**src/rtl/div_pkg.sv**
```systemverilog
// Shared definitions for the fractional and integer dividers:
// FSM state encoding and default operand/fraction widths.
package div_pkg;

    typedef enum logic [1:0] {
        IDLE = 2'd0,
        CALC = 2'd1,
        DONE = 2'd2
    } state_t;

    localparam int DEF_W = 16;
    localparam int DEF_F = 10;

endpackage

```
**src/rtl/div_frac_seq_if.sv**
```systemverilog
// Request/result bundle of the sequential fraction divider, plus a debug view
// of the controller state.
interface div_frac_seq_if #(
    parameter int W = div_pkg::DEF_W,
    parameter int F = div_pkg::DEF_F
);
    import div_pkg::*;

    // Handshake: start is taken only while idle (busy=0, done=0); the result
    // fields are valid from the single-cycle done pulse until the next done.
    logic         start;
    logic         rnd;
    logic [W-1:0] rem_in;
    logic [W-1:0] divisor;
    logic         busy;
    logic         done;
    logic [F-1:0] fraction;
    logic         inexact;
    logic         dbz;
    logic         ovf;
    state_t       state;

    modport master (
        output start, rnd, rem_in, divisor,
        input  busy, done, fraction, inexact, dbz, ovf, state
    );

    modport slave (
        input  start, rnd, rem_in, divisor,
        output busy, done, fraction, inexact, dbz, ovf, state
    );

endinterface

```
**src/rtl/div_frac_step.sv**
```systemverilog
// One restoring division step: double the partial remainder, subtract the
// divisor when it fits, and report the resulting quotient bit.
module div_frac_step #(
    parameter int W = div_pkg::DEF_W
) (
    input  logic [W-1:0] rem,
    input  logic [W-1:0] divisor,
    output logic [W-1:0] rem_next,
    output logic         q_bit
);

    logic [W:0] p;
    logic [W:0] diff;

    // rem < divisor always holds, so both candidates fit back into W bits.
    assign p        = {rem, 1'b0};
    assign diff     = p - {1'b0, divisor};
    assign q_bit    = (p >= {1'b0, divisor});
    assign rem_next = q_bit ? diff[W-1:0] : p[W-1:0];

endmodule

```
**src/rtl/div_frac_seq.sv**
```systemverilog
// Sequential restoring divider producing the F-bit binary fraction of
// rem_in/divisor, with optional round-half-up via one extra guard step.
module div_frac_seq
    import div_pkg::*;
#(
    parameter int W = DEF_W,
    parameter int F = DEF_F
) (
    input  logic              clk,
    input  logic              res,
    div_frac_seq_if.slave     bus
);

    localparam int CW = $clog2(F + 2);

    state_t        state_q;
    logic [W-1:0]  rem_q;
    logic [W-1:0]  div_q;
    logic [F:0]    q_q;
    logic          rnd_q;
    logic          dbz_err_q;
    logic          ovf_err_q;
    logic [CW-1:0] cnt_q;
    logic [CW-1:0] steps_q;
    logic          busy_q;
    logic          done_q;
    logic [F-1:0]  fraction_q;
    logic          inexact_q;
    logic          dbz_q;
    logic          ovf_q;

    logic [W-1:0]  rem_next;
    logic          q_bit;
    logic [F:0]    rounded;
    logic [F-1:0]  frac_rnd;
    logic          in_dbz;
    logic          in_ovf;

    div_frac_step #(.W(W)) u_step (
        .rem      (rem_q),
        .divisor  (div_q),
        .rem_next (rem_next),
        .q_bit    (q_bit)
    );

    assign in_dbz = (bus.divisor == '0);
    assign in_ovf = !in_dbz && (bus.rem_in >= bus.divisor);

    // Guard bit rounds the upper F bits; a carry out means the value hit 1.0.
    assign rounded  = {1'b0, q_q[F:1]} + {{F{1'b0}}, q_q[0]};
    assign frac_rnd = rounded[F] ? '1 : rounded[F-1:0];

    always_ff @(posedge clk) begin
        if (res) begin
            state_q    <= IDLE;
            rem_q      <= '0;
            div_q      <= '0;
            q_q        <= '0;
            rnd_q      <= 1'b0;
            dbz_err_q  <= 1'b0;
            ovf_err_q  <= 1'b0;
            cnt_q      <= '0;
            steps_q    <= '0;
            busy_q     <= 1'b0;
            done_q     <= 1'b0;
            fraction_q <= '0;
            inexact_q  <= 1'b0;
            dbz_q      <= 1'b0;
            ovf_q      <= 1'b0;
        end else begin
            case (state_q)
                IDLE: begin
                    done_q <= 1'b0;
                    if (bus.start) begin
                        rem_q     <= bus.rem_in;
                        div_q     <= bus.divisor;
                        rnd_q     <= bus.rnd;
                        dbz_err_q <= in_dbz;
                        ovf_err_q <= in_ovf;
                        q_q       <= '0;
                        cnt_q     <= '0;
                        // Error cases finish after a single cycle with no steps.
                        if (in_dbz || in_ovf) steps_q <= '0;
                        else if (bus.rnd)     steps_q <= CW'(F + 1);
                        else                  steps_q <= CW'(F);
                        busy_q    <= 1'b1;
                        state_q   <= CALC;
                    end
                end
                CALC: begin
                    if (cnt_q == steps_q) begin
                        busy_q  <= 1'b0;
                        done_q  <= 1'b1;
                        state_q <= DONE;
                        dbz_q   <= dbz_err_q;
                        ovf_q   <= ovf_err_q;
                        if (dbz_err_q || ovf_err_q) begin
                            fraction_q <= '1;
                            inexact_q  <= 1'b0;
                        end else if (rnd_q) begin
                            fraction_q <= frac_rnd;
                            inexact_q  <= q_q[0] | (rem_q != '0);
                        end else begin
                            fraction_q <= q_q[F-1:0];
                            inexact_q  <= (rem_q != '0);
                        end
                    end else begin
                        rem_q <= rem_next;
                        q_q   <= {q_q[F-1:0], q_bit};
                        cnt_q <= cnt_q + 1'b1;
                    end
                end
                DONE: begin
                    done_q  <= 1'b0;
                    state_q <= IDLE;
                end
                default: state_q <= IDLE;
            endcase
        end
    end

    assign bus.busy     = busy_q;
    assign bus.done     = done_q;
    assign bus.fraction = fraction_q;
    assign bus.inexact  = inexact_q;
    assign bus.dbz      = dbz_q;
    assign bus.ovf      = ovf_q;
    assign bus.state    = state_q;

endmodule

```
**src/flat_wrapper.sv**
```systemverilog
// flat-port wrapper written by rule: the top's interface ports become plain ports
module div_frac_seq_flat import div_pkg::*;
#(
    parameter int W = DEF_W,
    parameter int F = DEF_F
)
  (clk, res, bus_start, bus_rnd, bus_rem_in, bus_divisor, bus_busy, bus_done, bus_fraction, bus_inexact, bus_dbz, bus_ovf, bus_state);
  div_frac_seq_if #(.W(W), .F(F)) bus_i ();
  input  logic clk;
  input  logic res;
  input wire logic [$bits(bus_i.start)-1:0] bus_start;
  input wire logic [$bits(bus_i.rnd)-1:0] bus_rnd;
  input wire logic [$bits(bus_i.rem_in)-1:0] bus_rem_in;
  input wire logic [$bits(bus_i.divisor)-1:0] bus_divisor;
  output wire logic [$bits(bus_i.busy)-1:0] bus_busy;
  output wire logic [$bits(bus_i.done)-1:0] bus_done;
  output wire logic [$bits(bus_i.fraction)-1:0] bus_fraction;
  output wire logic [$bits(bus_i.inexact)-1:0] bus_inexact;
  output wire logic [$bits(bus_i.dbz)-1:0] bus_dbz;
  output wire logic [$bits(bus_i.ovf)-1:0] bus_ovf;
  output wire logic [$bits(bus_i.state)-1:0] bus_state;
  assign bus_i.start = bus_start;
  assign bus_i.rnd = bus_rnd;
  assign bus_i.rem_in = bus_rem_in;
  assign bus_i.divisor = bus_divisor;
  assign bus_busy = bus_i.busy;
  assign bus_done = bus_i.done;
  assign bus_fraction = bus_i.fraction;
  assign bus_inexact = bus_i.inexact;
  assign bus_dbz = bus_i.dbz;
  assign bus_ovf = bus_i.ovf;
  assign bus_state = bus_i.state;
  div_frac_seq #(.W(W), .F(F)) u_core (.clk(clk), .res(res), .bus(bus_i));
endmodule
```
**config.mk**
```make
export PLATFORM = sky130hd
export DESIGN_NAME = div_frac_seq_flat
export DESIGN_NICKNAME = d
export VERILOG_FILES = /design/src/rtl/div_pkg.sv /design/src/rtl/div_frac_seq_if.sv /design/src/rtl/div_frac_step.sv /design/src/rtl/div_frac_seq.sv /design/src/flat_wrapper.sv
export SDC_FILE = /design/constraint.sdc
export NUM_CORES = 1
export LEC_CHECK = 0
export CAP_MARGIN = 20
export CORE_ASPECT_RATIO = 0.75
export CORE_UTILIZATION = 50
export CTS_CLUSTER_SIZE = 10
export DETAILED_ROUTE_END_ITERATION = 10
export PLACE_DENSITY = 0.73
export SYNTH_ARGS = -nofsm -noshare
export SYNTH_HDL_FRONTEND = slang
export SYNTH_SLANG_ARGS = --single-unit
```
**constraint.sdc**
```tcl
create_clock -name clk -period 2.65 [get_ports clk]
set_input_delay 0.53 -clock clk [delete_from_list [all_inputs] [get_ports clk]]
set_output_delay 0.53 -clock clk [all_outputs]
set_load 0.01 [all_outputs]
```
# Yosys cells after proc, flatten, opt, wreduce, memory -nomap -nowiden
# Cells that the tools add are included.
totals:
  register_bits: 71
  word_cells: 68
  inputBits: 36
op_classes:
  n_bitwise: 1
  n_addsub: 3
  n_lt_le_gt_ge: 2
  n_eq_ne: 6
  n_reduce_logical: 16
  muxes: 25
op_table:
  columns: ["cell", "n"]
  rows:
  - ["two-way mux 16 bit", 3]
  - ["case mux 16 bit (2 select lines)", 1]
  - ["two-way mux 10 bit", 3]
  - ["two-way mux 11 bit", 2]
  - ["case mux 11 bit (2 select lines)", 1]
  - ["greater-or-equal comparator 17 x 16 -> 1 bit", 1]
  - ["greater-or-equal comparator 16 bit", 1]
  - ["logical NOT 16 bit", 1]
  - ["nonzero test 16 bit", 1]
  - ["subtractor 16 bit", 1]
  - ["two-way mux 4 bit", 3]
  - ["adder 10 x 1 -> 11 bit", 1]
  - ["case mux 4 bit (2 select lines)", 1]
  - ["AND reduction 2 bit", 4]
  - ["two-way mux 1 bit", 6]
  - ["AND reduction 3 bit", 2]
  - ["adder 4 x 1 -> 4 bit (second input constant)", 1]
  - ["== test 4 bit", 1]
  - ["two-way mux 2 bit", 2]
  - ["inequality test 2 bit (second input constant)", 2]
  - ["case mux 1 bit (2 select lines)", 2]
  - ["case mux 2 bit (2 select lines)", 1]
  - ["nonzero test 2 bit", 2]
  - ["== test 2 x 1 -> 1 bit (second input constant)", 1]
  - ["other kinds (8)", 9]

# Logic depth before layout (Yosys ltp)
# Gate-level depths: netlist of the first run.
depth:
  word_depth: 5
  mapped_depth: 11
  ltp_nobuf: 9

# By module
# Synthesis of the first run repeated with hierarchy kept, for this count alone.
unflattened:
  hier_cells: 522
  area_unflattened_um2: 4483.0
modules_own_cells:
  columns: ["mod", "instances", "area_per_inst_um2", "seq_area_each_um2", "cells_per_inst"]
  rows:
  - ["div_frac_seq", 1, 3360.7, 1381.3, 373]
  - ["div_frac_step", 1, 1122.3, 0.0, 149]

# Worst setup path before layout of the first run
# OpenSTA, ideal clock, no wires.
synth_path:
  path_kind: "register -> register"
  start: "register u_core.div_q[1]"
  end: "register u_core.rem_q[12]"
  setup_slack_ns: 0.273
  setup_time_ns: 0.116
  path_stages_with_launch: 11
  required_ns: 2.534
  t_arrival_ns: 2.261
  period_less_slack_ns: 2.377
  path_buffers: 1
  path_cell_list: "dfxtp_1 -> inv_1 -> ha_1 -> nor2b_1 -> o31a_1 -> o31ai_4 -> a2111oi_1 -> a211o_1 -> buf_6 -> or3_1 -> o211a_1"
synth_via:
  elab_chain_cells: 4
  word_cells_on_any_way: 5
  cone_classes: "add/sub: 1; order compare: 1; mux: 3"
synth_lines:
  columns: ["item", "line_no", "text"]
  rows:
  - ["start: declaration", "div_frac_seq.sv:18", "logic [W-1:0] div_q;"]
  - ["start signal: assignment", "div_frac_seq.sv:76", "div_q <= bus.divisor;"]
  - ["subtractor 16 bit / greater-or-equal comparator 17 x 16 -> 1 bit (equally long branches)", "div_frac_step.sv:17, div_frac_step.sv:18", null]
  - ["two-way mux 16 bit (*)", "div_frac_step.sv:19", "assign rem_next = q_bit ? diff[W-1:0] : p[W-1:0];"]
  - ["two-way mux 16 bit (*)", "div_frac_seq.sv:91", "if (cnt_q == steps_q) begin"]
  - ["case mux 16 bit (2 select lines) (*)", "div_frac_seq.sv:71", "case (state_q)"]
  - ["end signal: assignment", "div_frac_seq.sv:75", "rem_q <= bus.rem_in;"]
  - ["end signal: assignment", "div_frac_seq.sv:108", "rem_q <= rem_next;"]
  - ["end: declaration", "div_frac_seq.sv:17", "logic [W-1:0] rem_q;"]
# Mark *: on every way between the ends. The rest lies on a longest branch, timed or not. The select of a mux whose other input is x is not followed.
# A chain may end at the register's enable or synchronous reset.

# Worst setup path after layout of the first run
# Same ends and word-level chain as after synthesis.

==> results of run 1 <==
[cell families (layout without fill, tap and decap cells)]
group	count (synthesis)	count (layout)	synth area share (%)
AND/OR/NAND/NOR	197	197	21.2
AO/OA/AOI/OAI	169	169	24.8
flip-flops	69	69	31.4
buffers and inverters	66	157	6.35
adder cells (fa/ha/maj)	36	36	10.4
XOR/XNOR	16	16	3.19
multiplexers	11	11	2.62
[cell usage in the layout, fill, tap and decap left out, types with 6 or more instances in the layout]
master / netlist / routed
clkbuf_16: 0 / 11
o22ai_1: 16 / 16
a21oi_1: 57 / 57
a22oi_1: 7 / 7
nand3_1: 18 / 18
xnor2_1: 8 / 8
o21ai_1: 5 / 6
nor2b_1: 7 / 7
o211ai_1: 7 / 7
o21ai_0: 23 / 22
buf_4: 0 / 46
a211oi_1: 15 / 12
nor4_1: 8 / 8
a21o_1: 8 / 8
xor2_1: 8 / 8
clkdlybuf4s50_1: 0 / 51
nor2_1: 40 / 40
ha_1: 35 / 32
nor3_1: 13 / 12
nand4_1: 11 / 11
nand2_1: 74 / 74
and3_1: 6 / 6
mux2i_1: 10 / 10
o21a_1: 8 / 8
dfxtp_1: 69 / 67
inv_1: 39 / 38
[worst max-delay path by stage]
stage                                from           endpoint  slack, ns  cells after the start
after floorplan           u_core.div_q[1]   u_core.rem_q[12]       0.27                     10
after global placement     bus_divisor[9]  u_core.steps_q[0]       -0.1                     10
after detailed placement   bus_divisor[9]  u_core.steps_q[0]      -0.13                     10
after CTS                 u_core.div_q[1]   u_core.rem_q[12]       0.03                     10
after global routing      u_core.div_q[1]   u_core.rem_q[12]      -0.03                     10
final                     u_core.div_q[1]   u_core.rem_q[12]       0.02                     10
[flip-flops by register name, summed over array words and instances (netlist names), 2 cells and up]
name                 count
u_core.steps_q           2
u_core.q_q              11
u_core.rem_q            16
u_core.bus.state         2
u_core.bus.fraction     10
u_core.cnt_q             4
u_core.div_q            16
[report_power, final]
part	leakage [nW]	internal (W)	switching [W]
Clock	0.139	0.000704	0.000435
Sequential	0.565	0.00111	0.0000689
Combinational	1.63	0.000806	0.000831
Total	2.34	0.00262	0.00133
[cells in the mapped netlist, drive strengths merged (3+ instances only)]
| master | n | area, um^2 |
|---|---|---|
| a211o | 3 | 26.3 |
| a211oi | 15 | 113 |
| a21o | 8 | 60.1 |
| a21oi | 58 | 294 |
| a22oi | 7 | 52.6 |
| and3 | 6 | 37.5 |
| buf | 10 | 68.8 |
| clkbuf | 17 | 63.8 |
| dfxtp | 69 | 1380 |
| ha | 35 | 438 |
| inv | 39 | 146 |
| mux2i | 10 | 100 |
| nand2 | 75 | 284 |
| nand2b | 4 | 25.0 |
| nand3 | 18 | 90.1 |
| nand4 | 11 | 68.8 |
| nor2 | 41 | 161 |
| nor2b | 7 | 43.8 |
| nor3 | 14 | 75.1 |
| nor4 | 9 | 62.6 |
| o211ai | 7 | 52.6 |
| o21a | 8 | 60.1 |
| o21ai | 29 | 149 |
| o22ai | 17 | 113 |
| or3 | 5 | 36.3 |
| or4 | 3 | 22.5 |
| xnor2 | 8 | 70.1 |
| xor2 | 8 | 70.1 |
[tightest hold or removal path, cell delays in order (launching register included)]
cell     delay [ns]
dfxtp_1        0.30
nand2_1        0.05
a21oi_1        0.05
[area by class of cell]
| type | instances | area share, % |
|---|---|---|
| multi-input cells | 429 | 49.1 |
| clock inverters | 1 | 0.0873 |
| well taps | 108 | 2.36 |
| inverters | 39 | 2.55 |
| clock buffers | 14 | 4.78 |
| flip-flops and latches | 69 | 24.1 |
| repair buffers | 103 | 16.9 |
[through the flow]
step	power [W]	area, um^2
2_1_floorplan	0.00210	4400
3_3_place_gp	0.00248	5240
3_5_place_dp	0.00251	5240
4_1_cts	0.00366	5530
5_1_grt	0.00412	5730
6_report	0.00396	5730
[metal layers]
metal | wire length [um] | global-route usage, % | up-vias
li1 | - | - | 2200
met1 | 6280 | 42.1 | 2164
met2 | 6120 | 44.9 | 184
met3 | 1100 | 7.06 | 25
met4 | 238 | 7.89 | 0
met5 | 0 | 0 | -
[what timing repair did]
item	CTS	global route
gates resized for setup	2	14
setup buffers	0	10
pin swaps	0	5
hold buffers	0	0
setup endpoints to repair	1	5
gates cloned	0	2
==> metrics.md, run 1 <==
| Metric | Value |
|---|---|
| Routed Wire Length | 13.7 mm |
| Worst path max stage delay | 0.38 ns |
| Pleak | 2.34 nW |
| Worst min-delay path class | register to register |
| Yosys warns | 0 |
| Die footprint | 9170 um^2 |
| Share of cells above drive strength 1 | 13.4% |
| Reg2reg setup slack | 0.02 ns |
| Final Cycle Share | 99.1% |
| Clock buffer depth | 2 |
| Post-Syn Area | 4400 um^2 |
| Max Clock Skew | 0.00559 ns |
| CTS sink count | 69 |
| Port bufs | 52 |
| HP Start | u_core.bus.dbz |
| # nets final | 723 |
| Hold_ws | 0.452 ns |
| Pre-CTS WS | -0.134 ns |
| Worst-Skew Late Latency | 0.33 ns |
| Crit Path Class | register to register |
| I/O pin total | 53 |
| Non-Filler Instances | 763 |
| Clk root buf | clkbuf_16 |
| Die H | 83.2 um |
| WL/cell | 18.0 um |
| Die width | 110 um |
| TNS Setup | 0 ns |
| Final Util | 67.5% |
| Slowest cell on crit path | o31ai_4 |
| Hold Fails Final Rpt | 0 |
| Initial Utilization | 51.8% |
| Core Area | 8490 um^2 |
| Top FF cell, synth | dfxtp_1 |
| Hold depth | 2 |
| Fraction of the yosys area taken by sequential cells | 31.4% |
| Final Max Tran Viols | 0 |
| Crit Reg-Reg Startpoint | u_core.div_q[1] |
| CP Data Arrival Time | 2.85 ns |
| Remaining Overflow, GRT | 0 |
| Synth cell types | 59 |
| Gate count of the mapped netlist | 564 |
| Worst slew pin tran | 0.651 ns |
| Startpoint Class | register |
| Worst-path maximum fanout | 5 |
| CTS buffer count | 9 |
| First-pass DRT Iterations | 5 |
| Via Count | 4573 |
| Status | completed |
| CP endpoint kind | register |
| GRT Overall Usage | 29.7% |
| Vias per Instance | 5.99 |
| Bufs and invs on worst path | 2 |
| EDFF count, synth | 0 |
| DR iter-0 viols | 360 |
| Setup ws final | 0.0240 ns |
| Max H-tree Level | 3 |
| Post-DRT Antenna Nets | 0 |
| # fillers | 688 |
| Max rail drop VDD | 455 uV |
| Async SR Flop Fraction | 0% |
| DP Cell Count | 736 |
| Minimum clock period | 2.63 ns |
| End of the worst hold path | u_core.bus.dbz |
| Final Wtd Congestion | 0.948 |
| Max-slew headroom | 56.2% |
| R2R cell count | 10 |
| Initial antenna violation count | 0 |
| Net Count, Synth | 636 |
| # Max-Cap Violations | 0 |
| Avg Cell Area, Syn | 7.79 um^2 |
| Multi-input logic area | 2820 um^2 |
| DRC viols | 0 |
| Setup Viol. Count Final | 0 |
| Row cnt | 29 |
| Synthesis-to-layout area growth | 30.4% |
| First-pass GRT wire length | 21.2 mm |
| CP Cell Sequence | inv_2, ha_4, nor2b_1, o31a_1, o31ai_4, a2111oi_4, a211o_4, buf_12, or3_1, o211a_1 |
| CTS tree | built |
| P per Cell Area | 690 nW/um^2 |
| Worst r2r dst | u_core.rem_q[12] |
| Seq. cell area | 1380 um^2 |
| Fmax | 381 MHz |
| Synth Register Bits | 69 |
| Hpwl dp | 9.85 mm |
| Largest net degree at the start of global routing | 52 |
| Vias in the first global route | 4299 |
| Antenna cell count | 0 |
| Worst path top cell family by delay | compound AO/OA/AOI/OAI gates |
| Clock-pin slew on the worst setup and hold paths | 0.05 ns |
| Critical Path RT | 2.87 ns |
Note: power is estimated with default switching activity, not from simulation.
==> run 2, diff against run 1 <==
- CTS_CLUSTER_DIAMETER: default -> 150
- GPL_ROUTABILITY_DRIVEN: default -> 0
==> metrics.md, run 2 (synthesis gave the netlist of run 1 again) <==
| Metric | Value |
|---|---|
| Crit Path Class | register to register |
| Power, Total | 0.00404 W (+2.0%) |
| Pre-CTS WS | -0.283 ns (-0.149 ns) |
| Hpwl dp | 9.93 mm (+0.78%) |
| Most common cell after layout, fill and taps aside | nand2_1 |
| # Max-Cap Violations | 0 (unchanged) |
| TNS Setup | 0 ns (unchanged) |
| Fin area | 5720 um^2 (-0.26%) |
| CTS sink count | 69 (unchanged) |
| Max H-tree Level | 3 (unchanged) |
| Via Count | 4588 (+0.33%) |
| Row cnt | 29 (unchanged) |
| Synthesis-to-layout area growth | 30.1% |
| # nets final | 722 (-0.14%) |
| Status | completed |
| DR iter-0 viols | 321 (-11%) |
| Die footprint | 9170 um^2 (unchanged) |
| Crit Reg-Reg Startpoint | u_core.div_q[1] |
| Max rail drop VDD | 442 uV (-2.9%) |
| Setup Viol. Count Final | 0 (unchanged) |
| Initial Utilization | 51.8% (unchanged) |
| Remaining Overflow, GRT | 0 (unchanged) |
| Largest net degree at the start of global routing | 31 (-40%) |
| Final Cycle Share | 97.8% (-1.3 points) |
| Final Max Tran Viols | 0 (unchanged) |
| Post-placement cell area | 5250 um^2 (about the same) |
| Clk root buf | clkbuf_16 |
| Vias in the first global route | 4237 (-1.4%) |
| I/O pin total | 53 (unchanged) |
| Hold Fails Final Rpt | 0 (unchanged) |
| Port bufs | 52 (unchanged) |
| CTS buffer count | 9 (unchanged) |
| Hold depth | 2 (unchanged) |
| Clock buffer depth | 2 (unchanged) |
| Worst-Skew Late Latency | 0.34 ns (about the same) |
| CP endpoint kind | register |
| GRT Overall Usage | 30.0% (+0.28 points) |
| Startpoint Class | register |
| R2R cell count | 10 (unchanged) |
| Routed Wire Length | 13.5 mm (-1.7%) |
| Reg2reg setup slack | 0.06 ns (+0.03 ns) |
| End of the worst hold path | u_core.div_q[3] |
| Worst r2r dst | u_core.rem_q[12] |
| Fmax | 386 MHz (+1.3%) |
| Worst slew pin tran | 0.557 ns (-0.0941 ns) |
| Die H | 83.2 um (unchanged) |
| Share of cells above drive strength 1 | 13.0% (-0.46 points) |
| First-pass DRT Iterations | 5 (unchanged) |
| Commonest non-fill, non-tap cells in the layout | nand2_1, dfxtp_1, a21oi_1 |
| CTS tree | built |
| Max Clock Skew | 0.00562 ns (+0.0000304 ns) |
| Post-DRT Antenna Nets | 0 (unchanged) |
| CP Data Arrival Time | 2.82 ns (-0.03 ns) |
| Antenna cell count | 0 (unchanged) |
| Die width | 110 um (unchanged) |
| Worst min-delay path class | register to register |
| Pleak | 2.34 nW (about the same) |
| First-pass GRT wire length | 21.1 mm (-0.52%) |
| DRC viols | 0 (unchanged) |
| Vias per Instance | 6.01 (+0.33%) |
| P per Cell Area | 706 nW/um^2 (+2.3%) |
| Core Area | 8490 um^2 (unchanged) |
| Minimum clock period | 2.59 ns (-0.0338 ns) |
| WL/cell | 17.7 um (-1.7%) |
| Setup ws final | 0.0578 ns (+0.0338 ns) |
| Critical Path RT | 2.88 ns (about the same) |
| Initial antenna violation count | 0 (unchanged) |
| Clock-pin slew on the worst setup and hold paths | 0.06 ns (about the same) |
| Max-slew headroom | 62.6% (+6.4 points) |
| Worst-path maximum fanout | 10 (+5) |
| HP Start | u_core.div_q[3] |
| Biggest regs | u_core.div_q x16, u_core.rem_q x16, u_core.q_q x11 |
## run 2: cell types whose count changed in the layout (fill, tap and decap cells not counted), sizes merged
| cell | delta |
|---|---|
| clkbuf | -3 |
| bufinv | +2 |
| buf | +1 |
| clkinv | -1 |
| clkinvlp | +1 |
## run 2: what timing repair did
| item | CTS | global route |
|---|---|---|
| pin swaps | 1 | 6 |
| gates resized for setup | 0 | 13 |
| buffers inserted | 1 | 8 |
| setup endpoints to repair | 1 | 15 |
| hold buffers | 0 | 0 |
## run 2: layer usage
layer / wire length, um / share of wire (%) / vias up / track usage (%)
li1: - / - / 2194 / -
met1: 6200 / 46 / 2213 / 42.1
met2: 6040 / 45 / 162 / 45.4
met3: 1070 / 7.9 / 19 / 8.48
met4: 187 / 1.4 / 0 / 6.70
met5: 0 / 0 / - / 0
## run 2: critical path: stages (launching register included)
cell	delay [ns]
dfxtp_2	0.32
inv_1	0.04
ha_1	0.30
nor2b_1	0.14
o31a_1	0.34
o31ai_4	0.32
a2111oi_4	0.13
a211o_1	0.28
buf_12	0.16
or3_1	0.31
o211a_1	0.13
## run 2: metrics by stage
stage               instances  util [%]  hold slack [ns]
floorplan                 564         -            0.436
global placement          738      61.8            0.446
detailed placement        738      61.8            0.452
CTS                       755      65.7            0.459
global route              763      67.3            0.474
finish                    763      67.3            0.458
## run 2: how the worst max path moves through the flow
| stage | endpoint | slack [ns] | start |
|---|---|---|---|
| 2_1_floorplan | u_core.rem_q[12] | 0.27 | u_core.div_q[1] |
| 6_report | u_core.rem_q[12] | 0.06 | u_core.div_q[1] |
| 4_1_cts | u_core.rem_q[1] | 0.01 | u_core.div_q[7] |
| 3_3_place_gp | u_core.steps_q[0] | -0.1 | bus_divisor[9] |
| 3_5_place_dp | u_core.steps_q[0] | -0.28 | bus_divisor[9] |
| 5_1_grt | u_core.rem_q[9] | -0.02 | u_core.div_q[15] |
## run 2: power by group
group | internal (W) | switching (W) | leakage, nW | total, W
sequential | 0.00111 | 0.0000675 | 0.564 | 0.00118
clock | 0.000876 | 0.000446 | 0.156 | 0.00132
combinational | 0.000727 | 0.000808 | 1.62 | 0.00154
total | 0.00272 | 0.00132 | 2.34 | 0.00404
## run 2: final cells by class
type,count,area [um^2]
multi-input cells,429,2800
fillers,747,2770
flip-flops and latches,69,1380
repair buffers,102,923
clock buffers,13,260
inverters,39,146
well taps,108,135
clock inverters,3,67.6
